[config.mk]
export PLATFORM = sky130hd
export DESIGN_NAME = dot_timing_gen
export DESIGN_NICKNAME = d
export VERILOG_FILES = /design/src/rtl/dot_timing_gen.sv
export SDC_FILE = /design/constraint.sdc
export NUM_CORES = 1
export LEC_CHECK = 0
export ABC_CLOCK_PERIOD_IN_PS = 9000
export BUFFER_PORTS_ARGS = -buffer_cell sky130_fd_sc_hd__buf_4
export CORE_UTILIZATION = 35
export DETAILED_ROUTE_END_ITERATION = 7
export PLACE_DENSITY_LB_ADDON = 0.15
export SYNTH_ARGS = -nofsm -noshare
export SYNTH_HDL_FRONTEND = slang
export SYNTH_SLANG_ARGS = --single-unit
export TNS_END_PERCENT = 20
[constraint.sdc]
create_clock -name clk -period 9 [get_ports clk]
set_input_delay 0.45 -clock clk [delete_from_list [all_inputs] [get_ports clk]]
set_output_delay 0.45 -clock clk [all_outputs]
set_load 0.005 [all_outputs]
[src/rtl/dot_timing_gen.sv]
// dot_timing_gen: emits NPIX evenly spaced pixel strobes across each sync-started scan line.
// Define DOTGEN_OFFSET_EN to add per-direction start offsets (ofs_ltr/ofs_rtl ports).
module dot_timing_gen #(
  parameter int NPIX       = 1024,
  parameter int ADDR_W     = 10,
  parameter int MIN_PERIOD = 2048
) (
  input  logic              clk,
  input  logic              reset_n,
  input  logic              enable,
  input  logic              sync_start,
  input  logic              scan_dir,
  input  logic [31:0]       t_ltr,
  input  logic [31:0]       t_rtl,
`ifdef DOTGEN_OFFSET_EN
  input  logic [15:0]       ofs_ltr,
  input  logic [15:0]       ofs_rtl,
`endif
  output logic              pix_strobe,
  output logic [ADDR_W-1:0] pix_addr,
  output logic              line_active,
  output logic              line_dir,
  output logic              line_done,
  output logic              overrun,
  output logic              bad_period
);
`ifdef DOTGEN_OFFSET_EN
  typedef enum logic [1:0] {IDLE, RUN, OFFSET} state_t;
  logic [15:0] ofs_q, o_sel;
`else
  typedef enum logic [1:0] {IDLE, RUN} state_t;
`endif
  localparam logic [ADDR_W-1:0] LAST = ADDR_W'(NPIX - 1);
  state_t            state_q;
  logic              sync_prev_q, bad_pend_q, ovr_pend_q;
  logic              strobe_q, active_q, dir_q, done_q, ovr_q, bad_q;
  logic [31:0]       p_q, acc_q, acc_d, p_sel;
  logic [ADDR_W-1:0] k_q, addr_q, addr_d;
  logic [32:0]       sum;
  logic              start, bad, hit;
  assign start  = sync_start & ~sync_prev_q & enable;
  assign p_sel  = scan_dir ? t_rtl : t_ltr;
  assign bad    = p_sel < 32'(MIN_PERIOD);
  assign sum    = {1'b0, acc_q} + 33'(NPIX);
  assign hit    = sum >= {1'b0, p_q};
  // wraps in 32 bits; the true remainder is always below P
  assign acc_d  = (acc_q + 32'(NPIX)) - (hit ? p_q : 32'd0);
  assign addr_d = dir_q ? LAST - k_q : k_q;
`ifdef DOTGEN_OFFSET_EN
  assign o_sel  = scan_dir ? ofs_rtl : ofs_ltr;
`endif
  always_ff @(posedge clk or negedge reset_n) begin
    if (!reset_n) begin
      state_q     <= IDLE;
      sync_prev_q <= 1'b0;
      bad_pend_q  <= 1'b0;
      ovr_pend_q  <= 1'b0;
      strobe_q    <= 1'b0;
      active_q    <= 1'b0;
      dir_q       <= 1'b0;
      done_q      <= 1'b0;
      ovr_q       <= 1'b0;
      bad_q       <= 1'b0;
      p_q         <= '0;
      acc_q       <= '0;
      k_q         <= '0;
      addr_q      <= '0;
`ifdef DOTGEN_OFFSET_EN
      ofs_q       <= '0;
`endif
    end else begin
      sync_prev_q <= sync_start;
      bad_pend_q  <= start & bad;
      ovr_pend_q  <= start & (state_q != IDLE);
      bad_q       <= bad_pend_q;
      ovr_q       <= ovr_pend_q;
      active_q    <= state_q != IDLE;
      strobe_q    <= 1'b0;
      done_q      <= 1'b0;
      if (start) begin
        if (bad) begin
          state_q <= IDLE;
        end else begin
          p_q   <= p_sel;
          dir_q <= scan_dir;
          acc_q <= '0;
          k_q   <= '0;
`ifdef DOTGEN_OFFSET_EN
          ofs_q   <= o_sel;
          state_q <= (o_sel == 16'd0) ? RUN : OFFSET;
`else
          state_q <= RUN;
`endif
        end
      end else if (state_q == RUN) begin
        acc_q <= acc_d;
        if (hit) begin
          k_q      <= k_q + 1'b1;
          strobe_q <= 1'b1;
          addr_q   <= addr_d;
          done_q   <= k_q == LAST;
          if (k_q == LAST) state_q <= IDLE;
        end
      end
`ifdef DOTGEN_OFFSET_EN
      else if (state_q == OFFSET) begin
        ofs_q <= ofs_q - 16'd1;
        if (ofs_q == 16'd1) state_q <= RUN;
      end
`endif
    end
  end
  assign pix_strobe  = strobe_q;
  assign pix_addr    = addr_q;
  assign line_active = active_q;
  assign line_dir    = dir_q;
  assign line_done   = done_q;
  assign overrun     = ovr_q;
  assign bad_period  = bad_q;
endmodule
==> results.py, run 1 <==
metrics = {
    "worst_setup_path": {
        "critPathKind": "flip-flop to flip-flop",
        "rrSetupSlack_ps": 2480,
        "crit_slowest_cell": "nand2_1",
        "arrival_ps": 6750,
        "r2r_end": "acc_q[21]",
        "required_ps": 9220,
        "worst_setup_path_start_kind": "flip-flop",
        "crit_fanout": 23,
        "endpoint_kind": "flip-flop",
        "r2r-start": "acc_q[12]",
        "rr_worst_depth": 27,
        "max_stage_delay_ps": 520,
    },
    "final_layout": {
        "area_delta_synth_final_pct": 15.9,
        "final_cell_mix": "nand2_1 (95), ha_1 (95), dfrtp_1 (94)",
        "fillers": 2085,
        "nNetsFinal": 1053,
        "stdcell_count": 1163,
        "antenna_cells": 0,
        "drive_gt1_frac": 0.124,
    },
    "detailed_routing": {
        "num_vias": 6048,
        "drtAntennaViolNets": 0,
        "wl_per_cell_um": 16.4,
        "vias_per_cell": 5.20,
        "first_pass_iters": 4,
        "drt_iter0_drc": 209,
        "drc": 0,
        "drt_wl_total_um": 19100,
    },
    "clock_tree": {
        "hold_buffers": 0,
        "clkSlewWorstSetupHoldPaths_ps": 70,
        "cts-root-buf": "clkbuf_16",
        "cts_tree": "done",
        "postCtsSetupBuffers": 0,
        "cts_made_buffers": 9,
        "clkLatencyLatePin_ps": 360,
        "cts_max_level": 3,
        "cts_resized": 0,
        "cts.path.max_buffers": 2,
        "cts_sinks": 94,
    },
    "pwr": {
        "combPwrFrac": 0.680,
        "p_int_mw": 1.83,
        "leakage_nw": 4.05,
        "switching_power_mw": 1.63,
        "ir_worst_vdd_mv": 0.210,
        "p_per_area_nw_per_um2": 412,
        "swShare": 0.472,
        "clock_power_share": 0.114,
        "total_power_mw": 3.46,
        "seq_power_share": 0.206,
    },
    "grt": {
        "grt_pass1_wl_um": 31600,
        "grt_overflow_total": 0,
        "grt_max_degree": 74,
        "track_usage": 0.188,
        "first_global_vias": 6032,
        "antenna_found_initial": 0,
    },
    "yosys": {
        "syn-num-nets": 988,
        "yosys_warnings": 0,
        "ys_ff_latch": 94,
        "synthesis.area_sq_um": 7240,
        "avgSynthCellArea_sq_um": 8.80,
        "async_flop_share": 1.00,
        "syn_inst": 823,
        "synth_edf_count": 0,
        "seq_area_frac_synth": 0.325,
        "synth.distinct_cells": 57,
        "synthFlopType": "dfrtp_1",
    },
    "timing": {
        "hold_viol": 0,
        "fin_tns_setup_ps": 0,
        "fin_crit_sh": 0.725,
        "maxSlewHeadroom": 0.368,
        "worstMarginPinSlew_ps": 944,
        "fin_crit_ps": 6520,
        "setup_viol": 0,
        "clock_skew_ps": 13.1,
        "max_freq_ghz": 0.153,
        "rsz0062_at_grt": "false",
        "slew_viol_final": 0,
    },
    "floorplan": {
        "initial_utilization": 0.358,
        "fp.dieH_um": 146,
        "core_sq_um": 20200,
        "io_pins": 85,
        "die_area_sq_um": 21300,
        "fp.dieW_um": 146,
        "rows": 52,
    },
    "placed_design": {
        "port_buffers": 84,
        "dp_hpwl_um": 14700,
        "place_inst": 1147,
        "gp_congestion": 0.841,
    },
    "run_status": {
        "status": "finished clean",
    },
    "worst_hold_path": {
        "min_path_type": "primary input to async pin",
    },
    "flow_run": {
        "cap_violations": 0,
    },
}
[cell families after synthesis]
group	synth area share
multiplexers	0.0485
buffers and inverters	0.0446
XOR/XNOR	0.0810
flip-flops	0.325
AO/OA/AOI/OAI	0.173
adder cells (fa/ha/maj)	0.167
AND/OR/NAND/NOR	0.162
[critical path: cells and delay by family, from the launching register on]
family / cells / cell delay (ps)
buffers and inverters: 1 / 390
AOI/OAI and AO/OA: 11 / 2360
DFF: 1 / 450
xor gates and xnor gates: 2 / 310
adders and majority gates: 4 / 1210
and+or+nand+nor: 9 / 1650
[per-layer routing]
| metal | up-vias | track usage | wire [um] |
|---|---|---|---|
| li1 | 3061 | - | - |
| met1 | 2879 | 0.240 | 8730 |
| met2 | 83 | 0.324 | 9500 |
| met3 | 25 | 0.0298 | 483 |
| met4 | 0 | 0.0605 | 382 |
| met5 | - | 0 | 0 |
[final cells by class]
| cell class | count | area, sq um | share of cell area |
|---|---|---|---|
| multi-input cells | 648 | 4570 | 0.544 |
| flip-flops and latches | 94 | 2350 | 0.280 |
| repair buffers | 88 | 661 | 0.0787 |
| well taps | 270 | 338 | 0.0402 |
| clock buffers | 9 | 225 | 0.0268 |
| inverters | 47 | 176 | 0.0210 |
| clock inverters | 7 | 73.8 | 0.00879 |
[worst max-delay path by stage]
stage / start / to / slack (ps) / cells after the start
2_1_floorplan: acc_q[11] / acc_q[25] / 3540 / 27
3_3_place_gp: acc_q[12] / acc_q[21] / 2660 / 27
3_5_place_dp: acc_q[12] / acc_q[21] / 2530 / 27
4_1_cts: acc_q[12] / acc_q[21] / 2500 / 27
5_1_grt: acc_q[12] / acc_q[19] / 1850 / 27
6_report: acc_q[12] / acc_q[21] / 2480 / 27
[cell usage after synthesis, types with 5 or more instances]
library cell / n / area (sq um)
a21oi_1: 72 / 360
nand2_1: 95 / 357
nor4_1: 8 / 50.1
nor3_1: 15 / 75.1
o22ai_1: 19 / 119
o211ai_1: 12 / 90.1
inv_1: 47 / 176
o21ai_0: 29 / 145
clkbuf_1: 25 / 93.8
nor2_1: 64 / 240
dfrtp_1: 94 / 2350
a22o_1: 5 / 43.8
and3_1: 15 / 93.8
mux2i_1: 34 / 340
xnor2_1: 43 / 377
a21o_1: 19 / 143
nand4_1: 12 / 75.1
a211oi_1: 7 / 52.6
nand3_1: 17 / 85.1
o2111ai_1: 5 / 43.8
ha_1: 95 / 1190
and2_1: 7 / 43.8
xor2_1: 24 / 210
[state kept, by name, summed over array words and instances (netlist names)]
name / flops
acc_q: 32
state_q: 1
line_dir: 1
bad_pend_q: 1
line_active: 1
bad_period: 1
line_done: 1
k_q: 10
pix_strobe: 1
overrun: 1
p_q: 32
pix_addr: 10
ovr_pend_q: 1
sync_prev_q: 1
[metrics by stage]
stage                     cell area [sq um]  hold slack [ps]  setup slack [ps]  utilization
after CTS                              8400             66.2              2500        0.415
after detailed placement               8100              335              2530        0.400
after global placement                 8100              337              2660        0.400
after floorplan                        7240              154              3540            -
after global routing                   8400             83.8              1850        0.415
final                                  8400             49.6              2480        0.415
[power by group through the flow]
stage | Clock [mW] | Combinational [mW] | Sequential, mW
finish | 0.394 | 2.35 | 0.712
global route | 0.421 | 2.64 | 0.735
CTS | 0.407 | 2.36 | 0.714
detailed placement | 0 | 2.35 | 0.721
global placement | 0 | 2.36 | 0.718
floorplan | 0 | 1.84 | 0.668
Note: power is estimated with default switching activity, not from simulation.
==> inputs of run 2 (changes only) <==
Settings changed: ABC_CLOCK_PERIOD_IN_PS 9000 to 6800.
Clock period 9 ns to 6.8 ns, I/O delays scaled along.
==> run 2 against run 1 <==
Net effect:
- maximum frequency up 11%
- sequential share of layout area down 0.087 points
- combinational power up 33%
- sequential power up 33%
- core utilization up 0.13 points
==> results.py, run 2 (synthesis gave the netlist of run 1 again) <==
metrics = {
    "run_status": {
        "status": "finished clean",
    },
    "final_layout": {
        "seq_area_sq_um": 2350,
        "nNetsFinal": 1056,
        "multi_input_area_sq_um": 4570,
        "reg_top3": "acc_q: 32 flops, p_q: 32 flops",
        "fillers": 2071,
        "antenna_cells": 0,
        "final_cell_mix": "nand2_1 (95), ha_1 (95), dfrtp_1 (94)",
        "drive_gt1_frac": 0.126,
        "area_delta_synth_final_pct": 16.3,
        "final_area_sq_um": 8420,
    },
    "detailed_routing": {
        "num_vias": 6003,
        "wl_per_cell_um": 16.5,
        "drtAntennaViolNets": 0,
        "drc": 0,
        "first_pass_iters": 5,
        "vias_per_cell": 5.15,
        "drt_wl_total_um": 19300,
        "drt_iter0_drc": 323,
    },
    "floorplan": {
        "io_pins": 85,
        "die_area_sq_um": 21300,
        "core_sq_um": 20200,
        "fp.dieH_um": 146,
        "initial_utilization": 0.358,
        "rows": 52,
        "fp.dieW_um": 146,
    },
    "grt": {
        "grt_pass1_wl_um": 31100,
        "track_usage": 0.186,
        "grt_overflow_total": 0,
        "antenna_found_initial": 0,
        "grt_max_degree": 70,
        "first_global_vias": 5733,
    },
    "placed_design": {
        "port_buffers": 84,
        "place_area_sq_um": 8110,
        "gp_congestion": 0.809,
        "dp_slack_ps": 941,
        "dp_hpwl_um": 14800,
    },
    "timing": {
        "rsz0062_at_grt": "false",
        "max_freq_ghz": 0.170,
        "setup_viol": 0,
        "fin_crit_ps": 5880,
        "fin_crit_sh": 0.865,
        "maxSlewHeadroom": 0.282,
        "fin_tns_setup_ps": 0,
        "worst_slack_ps": 916,
        "clock_skew_ps": 15.1,
        "hold_viol": 0,
        "worstMarginPinSlew_ps": 1070,
        "slew_viol_final": 0,
    },
    "worst_setup_path": {
        "crit_fanout": 23,
        "worst_setup_path_start_kind": "flip-flop",
        "critPathKind": "flip-flop to flip-flop",
        "arrival_ps": 6130,
        "endpoint_kind": "flip-flop",
        "required_ps": 7040,
    },
    "clock_tree": {
        "cts_tree": "done",
        "cts_sinks": 94,
        "cts_max_level": 3,
        "cts-root-buf": "clkbuf_16",
        "cts_resized": 0,
        "clkLatencyLatePin_ps": 360,
        "clkSlewWorstSetupHoldPaths_ps": 70,
        "cts_made_buffers": 9,
        "cts.path.max_buffers": 2,
    },
    "pwr": {
        "p_int_mw": 2.42,
        "swShare": 0.472,
        "ir_worst_vdd_mv": 0.372,
        "switching_power_mw": 2.16,
        "seq_power_share": 0.206,
        "combPwrFrac": 0.680,
        "leakage_nw": 4.07,
        "p_per_area_nw_per_um2": 544,
        "clock_power_share": 0.113,
    },
    "flow_run": {
        "cap_violations": 0,
    },
    "worst_hold_path": {
        "min_path_type": "primary input to flip-flop",
    },
}
==> run 2: changes by cell type in the layout (fill, tap and decap cells not counted) <==
cell / change
clkinv_4: +1
dlygate4sd3_1: +1
clkinvlp_4: -1
buf_4: +2
==> run 2: worst paths after layout <==
path | start | to | slack, ps | cells past startpoint
worst max-delay path | acc_q[13] | acc_q[31] | 920 | 26
worst max register to register | acc_q[13] | acc_q[31] | 920 | 26
worst min register to register | ovr_pend_q | overrun | 350 | 0
min in group asynchronous | reset_n | pix_addr[6] | 510 | 2
worst min-delay path | sync_start | sync_prev_q | 110 | 1
max in group asynchronous | reset_n | acc_q[16] | 5180 | 3
==> run 2: repair_timing <==
item	4_1_cts	5_1_grt
hold buffers	1	0
setup buffers	0	0
hold endpoints to repair	10	0
==> run 2: through the flow <==
| stage | util | power [mW] | instances | hold slack (ps) |
|---|---|---|---|---|
| 6_report | 0.416 | 4.58 | 1166 | 105 |
| 4_1_cts | 0.416 | 4.61 | 1166 | 92.9 |
| 5_1_grt | 0.416 | 5.04 | 1166 | 93.1 |
| 3_3_place_gp | 0.401 | 4.08 | 1149 | 335 |
| 3_5_place_dp | 0.401 | 4.07 | 1149 | 339 |
| 2_1_floorplan | - | 3.33 | 823 | 44.4 |
==> run 2: per-layer routing <==
| metal | up-vias | routed length (um) | global-route usage |
|---|---|---|---|
| met5 | - | 0 | 0 |
| met4 | 0 | 257 | 0.0468 |
| met3 | 16 | 581 | 0.0288 |
| met2 | 102 | 9500 | 0.318 |
| met1 | 2819 | 8940 | 0.244 |
| li1 | 3066 | - | - |
==> run 2: area by class of cell <==
cell class / instances / area share
tap: 270 / 0.0401
sequential: 94 / 0.279
multi-input combinational: 648 / 0.543
clock buffer: 9 / 0.0267
inverter: 47 / 0.0209
clock inverter: 7 / 0.00891
timing repair buffer: 91 / 0.0814
==> run 2: power by group through the flow <==
| stage | registers, mW | clock network [mW] | logic (mW) |
|---|---|---|---|
| finish | 0.946 | 0.520 | 3.12 |
| global route | 0.975 | 0.555 | 3.51 |
| CTS | 0.950 | 0.535 | 3.12 |
| detailed placement | 0.960 | 0 | 3.11 |
| global placement | 0.963 | 0 | 3.11 |
| floorplan | 0.884 | 0 | 2.44 |
==> run 2: worst max-delay path, cell delays in order (launching register included) <==
cell and delay (ps):
dfrtp_1 440, nand4_1 180, nor2_1 230, nand3_1 150, nor2_1 240, nand4_1 150
xnor2_1 160, ha_1 280, nand2_1 60, o21a_1 180, o21ai_0 310, a41o_1 190
nor2_1 50, nand2_1 220, buf_4 330, nand2_1 100, ha_1 280, ha_1 390
and4_1 290, and3_1 190, nand2_1 50, a211oi_1 390, o2111ai_1 190, a311oi_1 290
xnor2_1 180, nor3_1 60, o21bai_1 170
==> inputs of run 3 (changes only) <==
Settings changed: ABC_CLOCK_PERIOD_IN_PS 6800 to 7280.
Clock period 6.8 ns to 7.28 ns, I/O delays scaled along.
==> run 3 against run 2 <==
Net effect:
- clock power is 6.2% lower
- non-clock buffer count shrank 1
- routed wire length is essentially flat
- global-route usage is 0.23 points higher
- clock skew down 3.9 ps
- highest routed layer unchanged
==> results.py, run 3 (synthesis gave the netlist of run 1 again) <==
metrics = {
    "timing": {
        "fin_crit_sh": 0.830,
        "max_freq_ghz": 0.166,
        "maxSlewHeadroom": 0.333,
        "rsz0062_at_grt": "false",
        "fin_tns_setup_ps": 0,
        "worstMarginPinSlew_ps": 997,
        "setup_viol": 0,
        "slew_viol_final": 0,
        "clock_skew_ps": 11.2,
        "hold_viol": 0,
        "worst_slack_ps": 1240,
        "fin_crit_ps": 6040,
    },
    "pwr": {
        "leakage_nw": 4.07,
        "ir_worst_vdd_mv": 0.259,
        "p_per_area_nw_per_um2": 508,
    },
    "floorplan": {
        "io_pins": 85,
        "core_sq_um": 20200,
        "fp.dieH_um": 146,
        "rows": 52,
        "initial_utilization": 0.358,
        "fp.dieW_um": 146,
        "die_area_sq_um": 21300,
    },
    "detailed_routing": {
        "num_vias": 6042,
        "first_pass_iters": 4,
        "wl_per_cell_um": 16.6,
        "drt_wl_total_um": 19300,
        "drt_iter0_drc": 238,
        "vias_per_cell": 5.19,
        "drtAntennaViolNets": 0,
        "drc": 0,
    },
    "clock_tree": {
        "cts-root-buf": "clkbuf_16",
        "clkLatencyLatePin_ps": 360,
        "hold_buffers": 0,
        "cts_sinks": 94,
        "clkSlewWorstSetupHoldPaths_ps": 80,
        "cts_tree": "done",
        "postCtsSetupBuffers": 0,
        "cts_resized": 0,
        "cts_max_level": 3,
        "cts_made_buffers": 9,
        "cts.path.max_buffers": 2,
    },
    "grt": {
        "grt_max_degree": 73,
        "first_global_vias": 6008,
        "antenna_found_initial": 0,
        "track_usage": 0.188,
        "grt_pass1_wl_um": 31700,
        "grt_overflow_total": 0,
    },
    "flow_run": {
        "cap_violations": 0,
    },
    "final_layout": {
        "area_delta_synth_final_pct": 16.2,
        "nNetsFinal": 1055,
        "reg_top3": "acc_q: 32 flops, p_q: 32 flops",
        "antenna_cells": 0,
        "stdcell_count": 1165,
        "drive_gt1_frac": 0.126,
        "final_cell_mix": "nand2_1 (95), ha_1 (95), dfrtp_1 (94)",
    },
    "worst_setup_path": {
        "critPathKind": "flip-flop to flip-flop",
        "arrival_ps": 6290,
        "crit_fanout": 21,
        "endpoint_kind": "flip-flop",
        "required_ps": 7530,
        "critPathLaunch": "acc_q[16]",
        "rr_worst_depth": 26,
        "r2r-start": "acc_q[16]",
        "worst_setup_path_start_kind": "flip-flop",
    },
    "worst_hold_path": {
        "min_path_type": "primary input to async pin",
    },
    "run_status": {
        "status": "finished clean",
    },
    "placed_design": {
        "dp_hpwl_um": 14800,
        "port_buffers": 84,
        "gp_congestion": 0.802,
        "dp_slack_ps": 1280,
        "place_inst": 1149,
    },
}
[run 3: cell types whose count changed in the layout (fill, tap and decap cells not counted), sizes merged]
cell         previous run  this run
dlygate4sd3             1         0
[run 3: report_power, final]
group / total [mW] / switching [mW] / internal (mW)
Sequential: 0.884 / 0.192 / 0.692
Combinational: 2.90 / 1.58 / 1.33
Clock: 0.488 / 0.244 / 0.244
Total: 4.28 / 2.01 / 2.26
[run 3: final cells by class]
| class | count | area (sq um) |
|---|---|---|
| Sequential cell | 94 | 2350 |
| Multi-Input combinational cell | 648 | 4570 |
| Clock inverter | 7 | 75.1 |
| Clock buffer | 9 | 225 |
| Inverter | 47 | 176 |
| Tap cell | 270 | 338 |
| Timing Repair Buffer | 90 | 676 |
| Fill cell | 2080 | 11800 |
[run 3: final timing paths]
check,endpoint,slack (ps)
max in group asynchronous,acc_q[17],6170
min in group clk,sync_prev_q,120
min,pix_addr[3],30
max reg2reg,acc_q[31],1240
max,acc_q[31],1240
min reg2reg,overrun,350
[run 3: layer usage]
metal / vias up / GRT usage / routed length, um
li1: 3073 / - / -
met1: 2863 / 0.243 / 8820
met2: 91 / 0.328 / 9600
met3: 15 / 0.0266 / 614
met4: 0 / 0.0516 / 248
met5: - / 0 / 0
[run 3: metrics by stage]
stage           util  power [mW]  hold slack [ps]  cell area [sq um]
2_1_floorplan      -        3.11             68.4               7240
3_3_place_gp   0.401        3.81              335               8110
3_5_place_dp   0.401        3.80              336               8110
4_1_cts        0.416        4.30             49.6               8410
5_1_grt        0.416        4.73             83.4               8410
6_report       0.416        4.28             25.1               8410
[run 3: worst max-delay path: stages, from the launching register on]
cell and delay [ps]:
dfrtp_1 480, nand4_1 170, nor2_1 220, nand3_1 160, nor2_1 240, nand4_1 150
xnor2_1 160, ha_1 270, nand2_1 60, o21a_1 180, o21ai_0 400, a41o_1 200
nor2_1 50, nand2_1 240, buf_4 310, nand2_1 80, ha_1 280, ha_1 390
o211ai_1 140, o211ai_1 270, a21boi_2 140, a211oi_1 420, o2111ai_1 190, a311oi_1 310
xnor2_1 180, nor3_1 60, o21bai_1 180
